<file path="config.mk">
export PLATFORM = sky130hd
export DESIGN_NAME = missile_scheduler
export DESIGN_NICKNAME = d
export VERILOG_FILES = /design/src/rtl/missile_pkg.sv /design/src/rtl/cooldown_timer.sv /design/src/rtl/missile_scheduler.sv
export SDC_FILE = /design/constraint.sdc
export NUM_CORES = 1
export LEC_CHECK = 0
export CELL_PAD_IN_SITES_DETAIL_PLACEMENT = 1
export CELL_PAD_IN_SITES_GLOBAL_PLACEMENT = 1
export CORE_MARGIN = 2
export CORE_UTILIZATION = 33
export DETAILED_ROUTE_END_ITERATION = 10
export HOLD_SLACK_MARGIN = 0.06
export PLACE_DENSITY_LB_ADDON = 0.2
export SYNTH_ARGS = -nofsm -noshare
export SYNTH_HDL_FRONTEND = slang
export SYNTH_HIERARCHICAL = 1
export SYNTH_SLANG_ARGS = --single-unit
</file>
<file path="constraint.sdc">
create_clock -name Clk -period 2 [get_ports Clk]
set_clock_uncertainty 0.2 [all_clocks]
set_input_delay 0.2 -clock Clk [delete_from_list [all_inputs] [get_ports Clk]]
set_output_delay 0.2 -clock Clk [all_outputs]
set_load 0.1 [all_outputs]
</file>
<file path="src/rtl/missile_pkg.sv">
// Shared definitions for the missile subsystem: scheduler states and the game
// constants used by both the scheduler and the per-slot flight controllers.
package missile_pkg;

    typedef enum logic [1:0] {
        IDLE     = 2'd0,
        GRANT    = 2'd1,
        WAIT_ACK = 2'd2
    } sched_state_t;

    localparam int N_MISSILE_SLOTS = 4;
    localparam int COOLDOWN_FRAMES = 30;
    localparam int SCREEN_Y_LIMIT  = 390;

endpackage

</file>
<file path="src/rtl/cooldown_timer.sv">
// Per-requester refire cooldown: loads on a grant, counts down once per video
// frame and saturates at zero.
module cooldown_timer
    import missile_pkg::*;
#(
    parameter int LOAD_VAL = 30,
    parameter int W        = 5
) (
    input  logic         Clk,
    input  logic         Reset_n,
    input  logic         load,
    input  logic         frame_tick,
    output logic [W-1:0] count,
    output logic         cooling
);

    // A load wins over a coincident frame tick so the full cooldown is served.
    always_ff @(posedge Clk or negedge Reset_n) begin
        if (!Reset_n) begin
            count <= '0;
        end else if (load) begin
            count <= W'(LOAD_VAL);
        end else if (frame_tick && (count != '0)) begin
            count <= count - W'(1);
        end
    end

    assign cooling = (count != '0);

endmodule

</file>
<file path="src/rtl/missile_scheduler.sv">
// Shares a pool of missile slots between requesters: round-robin grant,
// lowest-free slot pick, launch pulse, ack wait with timeout, refire cooldown.
module missile_scheduler
    import missile_pkg::*;
#(
    parameter int N_REQ           = 2,
    parameter int N_SLOT          = N_MISSILE_SLOTS,
    parameter int COOLDOWN_FRAMES = missile_pkg::COOLDOWN_FRAMES,
    parameter int ACK_TIMEOUT     = 4,
    parameter int OWNER_W         = (N_REQ > 1) ? $clog2(N_REQ) : 1,
    localparam int CNT_W          = (COOLDOWN_FRAMES > 0) ? $clog2(COOLDOWN_FRAMES + 1) : 1,
    localparam int BC_W           = $clog2(N_SLOT + 1)
) (
    input  logic                      Clk,
    input  logic                      Reset_n,
    input  logic                      frame_tick,
    input  logic [N_REQ-1:0]          launch_req,
    input  logic [N_REQ-1:0]          alive,
    input  logic [N_SLOT-1:0]         slot_busy,
    output logic [N_SLOT-1:0]         slot_launch,
    output logic [N_SLOT*OWNER_W-1:0] slot_owner,
    output logic [N_REQ-1:0]          grant,
    output logic [N_REQ-1:0]          cooling,
    output logic                      launch_drop,
    output logic [BC_W-1:0]           busy_cnt,
    output logic [1:0]                dbg_state,
    output logic [N_REQ*CNT_W-1:0]    dbg_cooldown
);

    localparam int SLOT_W = (N_SLOT > 1) ? $clog2(N_SLOT) : 1;
    localparam int TCNT_W = (ACK_TIMEOUT > 1) ? $clog2(ACK_TIMEOUT) : 1;

    sched_state_t                    state_q, state_d;
    logic [OWNER_W-1:0]              winner_q, last_q;
    logic [SLOT_W-1:0]               slot_q;
    logic [TCNT_W-1:0]               tcnt_q;
    logic [N_SLOT-1:0]               reserved_q;
    logic [N_SLOT-1:0][OWNER_W-1:0]  owner_q;
    logic [N_REQ-1:0]                eligible;
    logic [N_SLOT-1:0]               free_slots;
    logic [N_REQ-1:0][CNT_W-1:0]     cd_count;

    function automatic logic [OWNER_W-1:0] rr_pick(input logic [N_REQ-1:0] req,
                                                   input logic [OWNER_W-1:0] from);
        logic [OWNER_W-1:0] pick;
        logic               found;
        int                 idx;
        pick  = from;
        found = 1'b0;
        for (int k = 1; k <= N_REQ; k++) begin
            idx = (int'(from) + k) % N_REQ;
            if (!found && |(req & (N_REQ'(1) << idx))) begin
                pick  = OWNER_W'(idx);
                found = 1'b1;
            end
        end
        return pick;
    endfunction

    function automatic logic [SLOT_W-1:0] lowest_free(input logic [N_SLOT-1:0] free);
        logic [SLOT_W-1:0] pick;
        pick = '0;
        for (int j = N_SLOT - 1; j >= 0; j--) begin
            if (|(free & (N_SLOT'(1) << j))) begin
                pick = SLOT_W'(j);
            end
        end
        return pick;
    endfunction

    assign eligible     = launch_req & alive & ~cooling;
    assign free_slots   = ~slot_busy & ~reserved_q;
    assign slot_owner   = owner_q;
    assign busy_cnt     = BC_W'($countones(slot_busy | reserved_q));
    assign dbg_state    = state_q;
    assign dbg_cooldown = cd_count;

    always_ff @(posedge Clk or negedge Reset_n) begin
        if (!Reset_n) begin
            state_q <= IDLE;
        end else begin
            state_q <= state_d;
        end
    end

    // Launch handshake: slot_launch is a one-cycle pulse; the slot acknowledges
    // by raising slot_busy, which may already be high in the first wait cycle.
    always_comb begin
        state_d     = state_q;
        slot_launch = '0;
        grant       = '0;
        launch_drop = 1'b0;
        case (state_q)
            IDLE: begin
                if (|eligible && |free_slots) begin
                    state_d = GRANT;
                end
            end
            GRANT: begin
                slot_launch[slot_q] = 1'b1;
                grant[winner_q]     = 1'b1;
                state_d             = WAIT_ACK;
            end
            WAIT_ACK: begin
                if (slot_busy[slot_q]) begin
                    state_d = IDLE;
                end else if (tcnt_q == TCNT_W'(ACK_TIMEOUT - 1)) begin
                    launch_drop = 1'b1;
                    state_d     = IDLE;
                end
            end
            default: state_d = IDLE;
        endcase
    end

    // The slot stays reserved from the launch until ack or timeout so the
    // picker cannot hand it out twice before slot_busy rises.
    always_ff @(posedge Clk or negedge Reset_n) begin
        if (!Reset_n) begin
            winner_q   <= '0;
            slot_q     <= '0;
            last_q     <= OWNER_W'(N_REQ - 1);
            tcnt_q     <= '0;
            reserved_q <= '0;
            owner_q    <= '0;
        end else begin
            case (state_q)
                IDLE: begin
                    if (state_d == GRANT) begin
                        winner_q <= rr_pick(eligible, last_q);
                        slot_q   <= lowest_free(free_slots);
                    end
                end
                GRANT: begin
                    reserved_q[slot_q] <= 1'b1;
                    owner_q[slot_q]    <= winner_q;
                    last_q             <= winner_q;
                    tcnt_q             <= '0;
                end
                WAIT_ACK: begin
                    if (state_d == IDLE) begin
                        reserved_q[slot_q] <= 1'b0;
                    end else begin
                        tcnt_q <= tcnt_q + TCNT_W'(1);
                    end
                end
                default: ;
            endcase
        end
    end

    for (genvar i = 0; i < N_REQ; i++) begin : g_cd
        cooldown_timer #(
            .LOAD_VAL (COOLDOWN_FRAMES),
            .W        (CNT_W)
        ) u_cd (
            .Clk        (Clk),
            .Reset_n    (Reset_n),
            .load       (grant[i]),
            .frame_tick (frame_tick),
            .count      (cd_count[i]),
            .cooling    (cooling[i])
        );
    end

endmodule
</file>
## Yosys cells after proc, flatten, opt, wreduce, memory -nomap -nowiden

Cells that the tools add are included.

| storage, ports and cells | value |
|---|---|
| logic and storage cells | 100 |
| input port bits | 11 |
| output and inout bits | 28 |
| bits in registers | 26 |

| operators by class | value |
|---|---|
| bitwise gates (word level) | 14 |
| order comparisons | 4 |
| mux-type cells | 33 |
| shifts and indexed selects | 2 |
| equal/unequal tests | 6 |
| add/sub/neg operators | 8 |
| reductions and logical operators | 21 |

Operators with widths:

| kind | number |
|---|---|
| 1-bit by 32-bit << shifter with 2-bit output, first input constant | 2 |
| 5-bit two-way mux | 4 |
| 2-bit two-way mux | 9 |
| 4-bit NOT | 3 |
| 1-bit two-way mux | 11 |
| 5-bit nonzero test | 2 |
| 5-bit by 1-bit subtractor with 5-bit output, second input constant | 2 |
| 2-bit bitwise AND | 4 |
| 4-bit bitwise AND | 2 |
| 4-bit two-way mux | 2 |
| 4-bit bitwise OR | 2 |
| 4-bit one-hot mux with 2 select lines | 1 |
| 1-bit logical AND | 6 |
| 2-bit one-hot mux with 3 select lines | 1 |
| 2-bit AND reduction | 3 |
| 2-bit nonzero test | 3 |
| 2-bit OR reduction | 3 |
| 1-bit by 1-bit adder with 2-bit output | 2 |
| 4-bit bitwise mux | 1 |
| 2-bit by 1-bit == test with 1-bit output, second input constant | 2 |
| 2-bit == test, second input constant | 2 |
| 2-bit zero test | 2 |
| 2-bit inequality test, second input constant | 2 |
| 2-bit one-hot mux with 2 select lines | 1 |
| 14 further kinds | 16 |

## Longest topological paths before layout

Gate-level depths: netlist of run 1.

| depth | value |
|---|---|
| word-level depth | 13 |
| depth in mapped cells | 7 |
| gate-level depth less buffers | 7 |

## Hierarchy

The synthesis of run 1 kept the hierarchy.

Modules (own cells, without submodules):

| module | cells an instance | instances | area an instance (sq um) | seq. area each (sq um) |
|---|---|---|---|---|
| missile_scheduler | 98 | 1 | 963.4 | 401.6 |
| cooldown_timer | 24 | 2 | 265.3 | 125.1 |

## Least setup slack after synthesis of run 1

No wires, ideal clock.

| timing | value |
|---|---|
| kind | reg-to-reg |
| start | register state_q[0], in the netlist dbg_state[0] |
| end | register owner_q, in the netlist slot_owner[1] |
| cell stages (with the launch flop) | 5 |
| data required time | 1.675 ns |
| buffers on the path | 1 |
| path slack | -2.217 ns |
| clock period less this slack | 4.217 ns |
| setup time | 0.125 ns |
| arrival time | 3.891 ns |
| cells stage by stage | dfrtp_1 nand2b_1 clkbuf_1 nor3_1 mux2_2 |

| on the way | value |
|---|---|
| longest elaborated chain between the ends | 1 |

RTL lines:

| what | RTL line | text |
|---|---|---|
| start, declared | missile_scheduler.sv:33 | `sched_state_t state_q, state_d;` |
| start signal, assigned | missile_scheduler.sv:82 | `state_q <= state_d;` |
| 2-bit by 1-bit == test with 1-bit output | missile_scheduler.sv:127 | `case (state_q)` |
| end signal, assigned by index | missile_scheduler.sv:136 | `owner_q[slot_q] <= winner_q;` |
| end, declared | missile_scheduler.sv:38 | `logic [N_SLOT-1:0][OWNER_W-1:0] owner_q;` |

Every way passes these cells.
A chain may end at the register's enable or synchronous reset.

==> impl_results.md, run 1 <==
- Initial antenna violation count: 0
- Cell Area, Synth: 1490 um^2
- RSZ-0062 raised after global routing: true
- WL met2: 2.37 mm
- PnR worst setup slack: -0.479 ns
- Fillers: 466
- Mapped Nets: 164
- Die X-Extent: 71.3 um
- I/O Pins: 39
- Largest net degree at the start of global routing: 27
- Failing checks: negative setup slack
- Power per cell area: 1660 nW/um^2
- Setup TNS: -1.24 ns
- Net Sw Frac: 0.541
- Port Buffers: 38
- Seq. cell area: 684 um^2
- Crit Path Class: reg2out
- Flops & latches, synth: 26
- Core area: 4350 um^2
- Area Overhead vs Synth: 66.2%
- Cell Rows: 24
- Sequential share of power: 0.245
- Endpoints failing setup: 4
- Period utilisation layout: 1.24
- Upper clock frequency limit: 403 MHz
- CTS tree: built
- Ant. Diodes: 0
- Multi-input logic area: 932 um^2
- CTS clk-pin slew, worst paths: 0.09 ns
- Via count: 1366
- Clock share of power: 0.077
- Worst hold-check path type: in2async
- Share of cells above drive strength 1: 0.538
- Met1 wire length: 1.77 mm
- YS warnings: 6
- Worst Tran Pin Value: 0.380 ns
- Required time of the critical path: 1.60 ns
- Root Buffer: clkbuf_8
- Status: finished, violations left
- R2R Path End: winner_q
- WL final: 4.33 mm
- Comb pwr share: 0.678
- Clock Tree Buf Depth: 2
- Die Span Y: 71.3 um
- Max-slew violation count: 0
- Worst-Skew Late Latency: 0.28 ns
- Max Cap Viol: 0
- Pint: 0.00189 W
- Iteration-0 DRC Markers: 36
- Post-synthesis area per instance: 10.2 um^2
- Final hold violations: 0
- Commonest non-fill, non-tap cells in the layout: 38 x buf_4, 15 x nand2_1, 14 x buf_12
- Post-Place Setup Slack: -0.426 ns
- Final Util: 0.570
- Tmin final: 2.48 ns
- CTS buffer count: 3
- Met3 wire len: 140 um
- Global route total overflow: 0
- CTS H-tree depth: 1
- Initial core utilization: 0.343
- DRT antenna net count: 0
- Overall die area: 5080 um^2
- Final nets: 227
- Seq/Total Area, Yosys: 0.436
- Vias in the first global route: 1466
- First-pass GRT wire length: 7.17 mm
- Kind of start point of the critical path: register
- Flop2flop setup slack: 0 ns
- Via density: 5.25
- Routed len/inst: 16.7 um
- Psw: 0.00223 W
- Worst reg-to-reg path cell count: 6
- Worst vdd ir: 1.31 mV
- Cell variety after synth: 38
- Total Routing Usage GR: 0.181
- Leakage: 1.07 nW
- Most common cell after layout, fill and taps aside: buf_4
- DP HPWL: 3.17 mm
- DR DRC count: 0
- Detailed Routing Iterations Pass 1: 3
- Top sig layer: met4
- Slew headroom: 0.744
- GP Congestion: 0.827
- CP arrival: 2.08 ns
- Worst-path fanout max: 2
- Clock Sink Count: 26
- Cells after Synth: 146
- CP Capture Type: output pin
==> metal layers <==
| metal | GRT usage | up-vias |
|---|---|---|
| li1 | - | 648 |
| met1 | 0.211 | 686 |
| met2 | 0.335 | 27 |
| met3 | 0.0295 | 5 |
| met4 | 0.0629 | 0 |
| met5 | 0 | - |
==> cell type report <==
cell class                 count  share of cell area
sequential                    26               0.276
timing repair buffer          63               0.273
tap                           52              0.0262
clock buffer                   4              0.0181
inverter                      11              0.0322
multi-input combinational    104               0.375
==> power groups by stage <==
stage,Clock (W),Combinational (W),Sequential (W)
after floorplan,0,0.00115,0.00181
after global placement,0,0.00253,0.000995
after detailed placement,0,0.00259,0.00102
after CTS,0.000321,0.00270,0.00100
after global routing,0.000350,0.00293,0.00104
final,0.000316,0.00279,0.00101
==> cells in the mapped netlist (all sizes together) <==
library cell  number  area [um^2]
nand3              4         20.0
nor4b              2         47.6
a311oi             1         15.0
nor3               4         25.0
o21ai              9         48.8
o21bai             2         15.0
nand2b             5         31.3
dfstp              1         26.3
inv               11         41.3
nor2               8         30.0
dfrtp             25          626
mux2               5         63.8
fa                 1         20.0
clkbuf             2         8.75
or4b               2         20.0
a32o               1         10.0
or2                5         31.3
a21o               3         25.0
a21oi             10         53.8
nand2             15         56.3
o31ai              6         45.0
and3               5         33.8
and4b              2         20.0
mux2i              2         20.0
ha                 6         75.1
a211o              4         35.0
buf                3         21.3
o22ai              1         20.0
o2bb2ai            1         8.76
==> logic make-up after synthesis <==
family                   count (synthesis)  share of synthesized area
AND/OR/NAND/NOR                         52                      0.211
AO/OA/AOI/OAI                           38                      0.185
flip-flops                              26                      0.436
buffers and inverters                   16                     0.0477
multiplexers                             7                     0.0561
adder cells (fa/ha/maj)                  7                     0.0637
==> how the worst max path moves through the flow <==
stage | end | slack [ns] | cells past startpoint | start
final | busy_cnt[1] | -0.48 | 5 | register
after global routing | busy_cnt[1] | -0.54 | 5 | register
after CTS | busy_cnt[1] | -0.47 | 5 | register
after detailed placement | busy_cnt[1] | -0.43 | 6 | slot_busy[3]
after global placement | busy_cnt[1] | -0.41 | 6 | slot_busy[3]
after floorplan | slot_owner[0] | -0.48 | 4 | dbg_state[1]
==> critical path: stages (launching register included) <==
cell     delay [ns]
dfrtp_1        0.42
or2_4          0.25
fa_1           0.52
ha_4           0.19
ha_4           0.26
buf_12         0.16
==> metrics by stage <==
step | total power (W) | hold WS [ns] | instances | area (um^2)
2_1_floorplan | 0.00296 | -0.296 | 146 | 1690
3_3_place_gp | 0.00353 | 0.271 | 240 | 2270
3_5_place_dp | 0.00361 | 0.301 | 240 | 2270
4_1_cts | 0.00403 | 0.106 | 255 | 2400
5_1_grt | 0.00433 | 0.109 | 260 | 2480
6_report | 0.00412 | 0.0842 | 260 | 2480
==> timing repair <==
action | in CTS | in global routing
endpoints found under the setup margin | 7 | 12
pin swaps | 1 | 7
hold buffers | 0 | 0
buffers inserted | 11 | 7
gates resized for setup | 4 | 10
(Power assumes the default switching activity.)
==> run 2, diff against run 1 <==
Settings changed: SLEW_MARGIN set to 20.
==> results of run 2 <==
No change in the layout: final DEF, timing and power equal those of run 1.
